$ cat config.mk
export PLATFORM = sky130hd
export DESIGN_NAME = password_programmer_flat
export DESIGN_NICKNAME = d
export VERILOG_FILES = /design/src/rtl/password_programmer_if.sv /design/src/rtl/password_programmer.sv /design/src/flat_wrapper.sv
export SDC_FILE = /design/constraint.sdc
export NUM_CORES = 1
export LEC_CHECK = 0
export CORE_MARGIN = 2
export CORE_UTILIZATION = 48
export CTS_BUF_LIST = sky130_fd_sc_hd__clkbuf_8
export DETAILED_ROUTE_END_ITERATION = 10
export GPL_ROUTABILITY_DRIVEN = 0
export GPL_TIMING_DRIVEN = 0
export PLACE_DENSITY = 0.77
export SLEW_MARGIN = 20
export SYNTH_ARGS = -nofsm -noshare
export SYNTH_HDL_FRONTEND = slang
export SYNTH_SLANG_ARGS = --single-unit
$ cat constraint.sdc
create_clock -name clk -period 1.85 [get_ports clk]
set_input_delay 0.2775 -clock clk [delete_from_list [all_inputs] [get_ports clk]]
set_output_delay 0.2775 -clock clk [all_outputs]
set_load 0.005 [all_outputs]
$ cat src/rtl/password_programmer_if.sv
// Write port of the shared password memory: the programmer drives requests,
// the memory answers with a per-cycle ready.
interface password_programmer_if #(
    parameter int ADDR_W  = 3,
    parameter int DIGIT_W = 4
);
    logic               wr_en;
    logic [ADDR_W-1:0]  wr_addr;
    logic [DIGIT_W-1:0] wr_data;
    logic               wr_ready;

    modport master (output wr_en, output wr_addr, output wr_data, input wr_ready);
    modport slave  (input wr_en, input wr_addr, input wr_data, output wr_ready);
endinterface

$ cat src/rtl/password_programmer.sv
// Enrols a new DIGITS-digit password and writes it into the password store.
// Define PSD_CONFIRM_EN to require a matching second entry before any write.
module password_programmer #(
    parameter int DIGITS    = 4,
    parameter int DIGIT_W   = 4,
    parameter int ADDR_W    = 3,
    parameter int BASE_ADDR = 0
) (
    input  logic               clk,
    input  logic               rst,
    input  logic               access_allowed,
    input  logic               program_req,
    input  logic               button_push,
    input  logic [DIGIT_W-1:0] toggle_switch,
    password_programmer_if.master wr,
    output logic [DIGIT_W-1:0] psd,
    output logic               prog_busy,
    output logic               prog_done,
    output logic               prog_error
);
    localparam int IDX_W = (DIGITS > 1) ? $clog2(DIGITS) : 1;
    localparam logic [IDX_W-1:0] LAST_IDX = IDX_W'(DIGITS - 1);

    typedef enum logic [2:0] {
        IDLE    = 3'd0,
        ENTER   = 3'd1,
`ifdef PSD_CONFIRM_EN
        CONFIRM = 3'd2,
`endif
        WRITE   = 3'd3,
        DONE    = 3'd4,
        ERROR   = 3'd5
    } state_t;

    state_t             state, state_nxt;
    logic [IDX_W-1:0]   idx, idx_inc;
    logic [DIGIT_W-1:0] digit_buf [DIGITS];
    logic               btn_prev;
    logic               btn_edge;
    logic               last_digit;

    assign btn_edge   = button_push && !btn_prev;
    assign last_digit = (idx == LAST_IDX);
    assign idx_inc    = last_digit ? '0 : idx + IDX_W'(1);

`ifdef PSD_CONFIRM_EN
    logic mismatch;
    logic digit_diff;
    assign digit_diff = (toggle_switch != digit_buf[idx]);
`endif

    always_ff @(posedge clk) begin
        if (rst) state <= IDLE;
        else     state <= state_nxt;
    end

    // Abort on loss of access is checked before the button, so a
    // simultaneous edge is discarded.
    always_comb begin
        state_nxt = state;
        case (state)
            IDLE:    if (program_req && access_allowed) state_nxt = ENTER;
            ENTER: begin
                if (!access_allowed) state_nxt = ERROR;
`ifdef PSD_CONFIRM_EN
                else if (btn_edge && last_digit) state_nxt = CONFIRM;
`else
                else if (btn_edge && last_digit) state_nxt = WRITE;
`endif
            end
`ifdef PSD_CONFIRM_EN
            CONFIRM: begin
                if (!access_allowed) state_nxt = ERROR;
                else if (btn_edge && last_digit)
                    state_nxt = (mismatch || digit_diff) ? ERROR : WRITE;
            end
`endif
            WRITE:   if (wr.wr_ready && last_digit) state_nxt = DONE;
            DONE:    state_nxt = IDLE;
            ERROR:   state_nxt = IDLE;
            default: state_nxt = IDLE;
        endcase
    end

    always_ff @(posedge clk) begin
        if (rst) begin
            idx      <= '0;
            psd      <= '0;
            btn_prev <= 1'b0;
            for (int i = 0; i < DIGITS; i++) digit_buf[i] <= '0;
`ifdef PSD_CONFIRM_EN
            mismatch <= 1'b0;
`endif
        end else begin
            btn_prev <= button_push;
            case (state)
                IDLE: begin
                    idx <= '0;
`ifdef PSD_CONFIRM_EN
                    mismatch <= 1'b0;
`endif
                end
                ENTER: if (access_allowed && btn_edge) begin
                    digit_buf[idx] <= toggle_switch;
                    psd            <= toggle_switch;
                    idx            <= idx_inc;
                end
`ifdef PSD_CONFIRM_EN
                CONFIRM: if (access_allowed && btn_edge) begin
                    mismatch <= mismatch || digit_diff;
                    psd      <= toggle_switch;
                    idx      <= idx_inc;
                end
`endif
                WRITE: if (wr.wr_ready) idx <= idx_inc;
                default: ;
            endcase
        end
    end

    // Address and data are held at zero outside WRITE so the port is quiet.
    always_comb begin
        wr.wr_en   = (state == WRITE);
        wr.wr_addr = '0;
        wr.wr_data = '0;
        if (state == WRITE) begin
            wr.wr_addr = ADDR_W'(BASE_ADDR) + ADDR_W'(idx);
            wr.wr_data = digit_buf[idx];
        end
        prog_busy  = (state != IDLE);
        prog_done  = (state == DONE);
        prog_error = (state == ERROR);
    end
endmodule

$ cat src/flat_wrapper.sv
// flat-port wrapper written by rule: the top's interface ports become plain ports
module password_programmer_flat 
#(
    parameter int DIGITS    = 4,
    parameter int DIGIT_W   = 4,
    parameter int ADDR_W    = 3,
    parameter int BASE_ADDR = 0
)
  (clk, rst, access_allowed, program_req, button_push, toggle_switch, psd, prog_busy, prog_done, prog_error, wr_wr_en, wr_wr_addr, wr_wr_data, wr_wr_ready);
  password_programmer_if #(.ADDR_W(ADDR_W), .DIGIT_W(DIGIT_W)) wr_i ();
  input  logic clk;
  input  logic rst;
  input  logic access_allowed;
  input  logic program_req;
  input  logic button_push;
  input  logic [DIGIT_W-1:0] toggle_switch;
  output logic [DIGIT_W-1:0] psd;
  output logic prog_busy;
  output logic prog_done;
  output logic prog_error;
  output wire logic [$bits(wr_i.wr_en)-1:0] wr_wr_en;
  output wire logic [$bits(wr_i.wr_addr)-1:0] wr_wr_addr;
  output wire logic [$bits(wr_i.wr_data)-1:0] wr_wr_data;
  input wire logic [$bits(wr_i.wr_ready)-1:0] wr_wr_ready;
  assign wr_wr_en = wr_i.wr_en;
  assign wr_wr_addr = wr_i.wr_addr;
  assign wr_wr_data = wr_i.wr_data;
  assign wr_i.wr_ready = wr_wr_ready;
  password_programmer #(.DIGITS(DIGITS), .DIGIT_W(DIGIT_W), .ADDR_W(ADDR_W), .BASE_ADDR(BASE_ADDR)) u_core (.clk(clk), .rst(rst), .access_allowed(access_allowed), .program_req(program_req), .button_push(button_push), .toggle_switch(toggle_switch), .wr(wr_i), .psd(psd), .prog_busy(prog_busy), .prog_done(prog_done), .prog_error(prog_error));
endmodule
==> results of run 1 <==
==> placed cells by master, fill, tap and decap left out, drive strengths merged, types with 2 or more instances in the layout <==
cell type	n
clkdlybuf4s50	16
buf	13
nor3	4
and2	9
nand3b	2
nand2	4
nand3	8
nor2b	7
dfxtp	12
a21oi	4
edfxtp	16
o21ai	6
o31ai	2
inv	8
a221oi	3
nor2	9
clkbuf	6
nor4b	2
dlygate4sd2	2
mux4	4
dlymetal6s2s	2
mux2i	2
nor3b	2
==> per-layer routing <==
| metal | up-vias | track usage, % | part of all wire, % |
|---|---|---|---|
| li1 | 502 | - | - |
| met1 | 484 | 22.01 | 39 |
| met2 | 22 | 36.62 | 55 |
| met3 | 7 | 3.855 | 3.3 |
| met4 | 0 | 7.973 | 2.0 |
| met5 | - | 0 | 0 |
==> what timing repair did <==
item                                    in CTS  in global routing
endpoints found under the setup margin      25                 21
gates resized for setup                     32                 12
buffers inserted                             5                  3
hold buffers                                 0                  0
pin swaps                                    1                  0
==> metrics by stage <==
| step | setup TNS (ns) | hold slack, ns | cell area, µm² | std cells |
|---|---|---|---|---|
| after floorplan | 0 | 0.3491 | 1363 | 121 |
| after global placement | -7.460 | 0.4658 | 1632 | 175 |
| after detailed placement | -9.123 | 0.4685 | 1632 | 175 |
| after CTS | -0.1082 | 0.4806 | 1757 | 183 |
| after global routing | -0.03898 | 0.5106 | 1807 | 185 |
| final | 0 | 0.4797 | 1807 | 185 |
==> area by class of cell <==
type | count | area (µm²) | area share [%]
clock buffers | 4 | 55.05 | 3.047
flip-flops and latches | 28 | 732.0 | 40.51
repair buffers | 30 | 274.0 | 15.17
well taps | 31 | 38.79 | 2.147
inverters | 8 | 30.03 | 1.662
multi-input cells | 79 | 641.9 | 35.53
plain buffers | 5 | 35.03 | 1.939
==> registers in the layout, indices dropped and copies added, names as in the netlist, named ones only <==
| register | flops |
|---|---|
| u_core.digit_buf | 16 |
| u_core.psd | 4 |
| u_core.state | 3 |
| u_core.idx | 2 |
| u_core.btn_prev | 1 |
==> final timing paths <==
| check | startpoint | endpoint | slack, ns | cells past startpoint |
|---|---|---|---|---|
| hold reg to reg | u_core.psd[3] | u_core.psd[3] | 0.48 | 2 |
| setup / recovery | u_core.idx[0] | wr_wr_addr[0] | 0.03 | 3 |
| setup reg to reg | u_core.state[2] | u_core.digit_buf[0][0] | 0.12 | 4 |
| hold / removal | u_core.psd[3] | u_core.psd[3] | 0.48 | 2 |
==> power by group through the flow <==
stage / clock (W) / combinational [W] / sequential, W
floorplan: 0 / 0.0000828 / 0.000703
global placement: 0 / 0.000128 / 0.000706
detailed placement: 0 / 0.000133 / 0.000709
CTS: 0.000379 / 0.000149 / 0.000695
global route: 0.000410 / 0.000167 / 0.000698
finish: 0.000377 / 0.000154 / 0.000695
==> kinds of logic after synthesis <==
family / synth area share, %
compound gates: 8.173
fa+ha+maj: 0.9181
buf+inv: 4.499
flops: 52.89
mux: 8.081
other cells: 0.2752
simple gates: 25.16
==> tightest hold or removal path, cell delays in order (launching register included) <==
cell and delay [ns]:
dfxtp_1 0.32, o21ai_0 0.06, a21oi_1 0.06
==> impl_metrics.toml, run 1 <==
[run_status]
status = "finished clean"

[cts]
cts_sinks = 28
root_buffer = "clkbuf_8"
htreeDepth = 1
path_clk_slew_ns = 0.09
cts_buffers = 3
cts_tree = "yes"
clkLatencyLatePin_ns = 0.28
cts_buffer_depth = 2

[die]
ios = 25
rows = 19
die_area_mm2 = 0.003281
die_y_um = 57.28
core_mm2 = 0.002734
die_w_um = 57.28
floorplan.initialDensity_pct = 49.84

[logic_synthesis]
yosysUniqueCellTypes = 35
synth_common_cells = "edfxtp_1, dfxtp_1, and2_1, nor2_1"
ys_top_cells_by_area = "edfxtp_1, dfxtp_1, mux4_2"
synth-edff-count = 16
yosysSeqAreaShare_pct = 52.89
yosysMostFrequentCell = "edfxtp_1"
synth-main-ff-cell = "edfxtp_1"
syn_area_mm2 = 0.001363
synth_seq_cells = 28
synth_top_cell_area_share_pct = 35.26
yosysTopAreaCell = "edfxtp_1"
synth-async-reset-ratio_pct = 0
synthCells = 121
synth.avg_cell_area_um2 = 11.26
syn-num-nets = 132
synth_warnings = 0

[power_and_ir_drop]
clkPwrFrac_pct = 30.8
p_int_w = 0.0009494
peakVddDrop_mv = 0.5701
power_frac_seq_pct = 56.7
p_switching_w = 0.0002771
p_leak_nw = 0.7251
power_density_mw_per_mm2 = 678.9
power.total_w = 0.001227
swShare_pct = 22.59
p_comb_share_pct = 12.6

[placement]
port_buffers = 23
dp_slack_ns = -0.6700
hpwl_mm = 2.128

[detailed_routing]
drtIter0Drc = 23
num_vias = 1015
ant_nets = 0
drt_drc_violations_left = 0
firstDrtPassIters = 4
routed_wirelength_mm = 2.914
wl_per_cell_um = 15.75
via_per_inst = 5.486

[sta]
setup_viol = 0
fin_worst_skew_ns = 0.006130
min_period_ns = 1.819
setup_ws_ns = 0.03139
slew_viol_final = 0
fin_crit_sh_pct = 98.30
hold_viol_final = 0
max_freq_mhz = 549.9

[worst_setup_path]
cp-start-kind = "flop"
cp.arrival_ns = 1.54
path_buf_inv = 2
slowest_stage = "clkdlybuf4s50_1"
cp_max_fo = 9
worst-setup-path-type = "reg -> out"
critical_path.top_delay_family = "buffers and inverters"
slowest_delay_ns = 0.49
crit_required_ns = 1.57
worst_setup_path_end_kind = "output port"
path_cells = "buf_4, and3_1, clkdlybuf4s50_1"

[cells_and_area]
diodes = 0
synthToLayoutAreaGrowth_pct = 32.60
drive_above_1_share_pct = 24.68
nets = 166
fill_cells = 204
utilization_pct = 66.09

[global_route]
grt_usage_pct = 19.74
grt_pass1_wl_mm = 4.857
grt_overflow_total = 0
antenna_found_initial = 0
first_global_vias = 1020
grt_max_degree = 16

[job]
cap_violations = 0

[worst_hold_path]
hold_class = "reg -> reg"
No activity file was read; power rests on OpenSTA's default activity.
==> run 2, diff against run 1 <==
Settings changed: CORE_UTILIZATION 48 to 50.
Clock period 1.85 ns to 1.9 ns, I/O delays scaled along.
==> run 2 against run 1 <==
Against the previous run: register-to-register slack improved by 0.05 ns; critical endpoint is now wr_wr_data[0]; die area shrank 3.7%; clock power is 14% lower; via count up 4.9%; setup slack improved by 0.033 ns; total power down 6.1%; non-clock buffer count is 1 lower; clock-buffer cell count down 1; combinational power about the same; wire length shrank 1.5%; global-route usage is 0.28 points lower.
==> impl_metrics.toml, run 2 (same netlist as run 1, synthesis figures left out) <==
[cts]
cts_tree = "yes"
path_clk_slew_ns = 0.09
clkLatencyLatePin_ns = 0.27
cts_sinks = 28
root_buffer = "clkbuf_8"
cts_buffers = 3
cts_buffer_depth = 2
htreeDepth = 1
cts_hold_buffers = 0

[cells_and_area]
regArea_um2 = 730.7
largest_reg_flops = 16
largest_register = "u_core.digit_buf"
fill_cells = 174
diodes = 0
drive_above_1_share_pct = 23.53
layout_commonest_cell = "clkdlybuf4s50_1"
stdcell_count = 183
synthToLayoutAreaGrowth_pct = 31.13
final_cell_mix = "clkdlybuf4s50_1, edfxtp_1, and2_1"
multi_input_area_um2 = 639.4
top_regs = "u_core.digit_buf x16, u_core.psd x4, u_core.state x3"
nets = 165

[detailed_routing]
drt_drc_violations_left = 0
ant_nets = 0
routed_wirelength_mm = 2.869
firstDrtPassIters = 4
drtIter0Drc = 18
num_vias = 1065
wl_per_cell_um = 15.68
via_per_inst = 5.820

[worst_setup_path]
cp.arrival_ns = 1.55
crit_end = "wr_wr_data[0]"
timing.rr.end = "u_core.digit_buf[3][0]"
crit_required_ns = 1.62
cp_max_fo = 4
reg2reg_from = "u_core.state[1]"
cp-start-kind = "flop"
worst-setup-path-type = "reg -> out"
reg2regPathDepth = 4
rrSetupSlack_ns = 0.17
worst_setup_path_end_kind = "output port"

[placement]
hpwl_mm = 2.057
dp_cells = 174
port_buffers = 23

[sta]
setup_viol = 0
grt_setup_unrepaired = "yes"
min_period_ns = 1.836
slew_viol_final = 0
max_freq_mhz = 544.6
hold_viol_final = 0
finalSetupTns_ns = 0
fin_crit_sh_pct = 96.63
fin_worst_skew_ns = 0.003327

[die]
die_w_um = 56.20
rows = 18
ios = 25
die_y_um = 56.20
floorplan.initialDensity_pct = 54.02
core_mm2 = 0.002522
die_area_mm2 = 0.003158

[worst_hold_path]
hold_class = "reg -> reg"
min_delay_path_depth = 2

[global_route]
grt_max_degree = 16
grt_usage_pct = 19.46
grt_overflow_total = 0
first_global_vias = 1005
grt_pass1_wl_mm = 4.795
antenna_found_initial = 0

[power_and_ir_drop]
peakVddDrop_mv = 0.5355
power_density_mw_per_mm2 = 644.3
power.total_w = 0.001151
p_leak_nw = 0.7041

[run_status]
status = "finished clean"

[job]
cap_violations = 0
==> run 2: cell type report <==
type | instances | area share (%)
clock inverters | 1 | 0.2101
well taps | 30 | 2.101
plain buffers | 4 | 1.681
repair buffers | 30 | 15.34
multi-input cells | 79 | 35.78
clock buffers | 3 | 2.311
flip-flops and latches | 28 | 40.90
inverters | 8 | 1.681
==> run 2: timing repair <==
| action | 4_1_cts | 5_1_grt |
|---|---|---|
| setup endpoints to repair | 24 | 11 |
| resized for setup | 21 | 15 |
| setup buffers | 5 | 1 |
| gates cloned | 0 | 1 |
==> run 2: power by group <==
part / leakage, nW / switching (W) / internal, W
combinational: 0.417 / 0.0000723 / 0.0000784
clock: 0.0231 / 0.000179 / 0.000145
sequential: 0.264 / 0.0000159 / 0.000660
==> run 2: worst max-delay path: stages, from the launching register on <==
cell	delay, ns
dfxtp_4	0.37
buf_4	0.11
mux4_2	0.47
nor2b_1	0.14
clkdlybuf4s15_1	0.19
==> run 2: routing by layer <==
layer | up-vias | wire (µm) | share of wire [%] | GRT usage (%)
met2 | 32 | 1496 | 52 | 33.78
met4 | 0 | 47 | 1.6 | 7.483
li1 | 497 | - | - | -
met5 | - | 0 | 0 | 0
met3 | 5 | 102 | 3.6 | 1.860
met1 | 531 | 1223 | 43 | 25.00
==> run 2: stage by stage <==
step	setup WS [ns]	area (µm²)	hold WS, ns	utilization, %
floorplan	0.1173	1363	0.3566	-
global placement	-0.5060	1630	0.4629	64.63
detailed placement	-0.5736	1630	0.4755	64.63
CTS	-0.03730	1755	0.4920	69.59
global route	-0.001123	1787	0.5226	70.83
finish	0.06394	1787	0.4843	70.83
==> run 2: how the worst min path moves through the flow <==
stage	startpoint	to	slack [ns]
finish	u_core.psd[3]	u_core.psd[3]	0.48
global route	u_core.psd[3]	u_core.psd[3]	0.52
CTS	u_core.psd[3]	u_core.psd[3]	0.49
global placement	u_core.psd[3]	u_core.psd[3]	0.46
floorplan	rst	u_core.btn_prev	0.36
detailed placement	u_core.psd[2]	u_core.psd[2]	0.48
==> run 3, diff against run 2 <==
Settings changed: HOLD_SLACK_MARGIN set to 0.05.
==> results of run 3 <==
The final DEF is identical to that of run 2; final timing and power are the same.
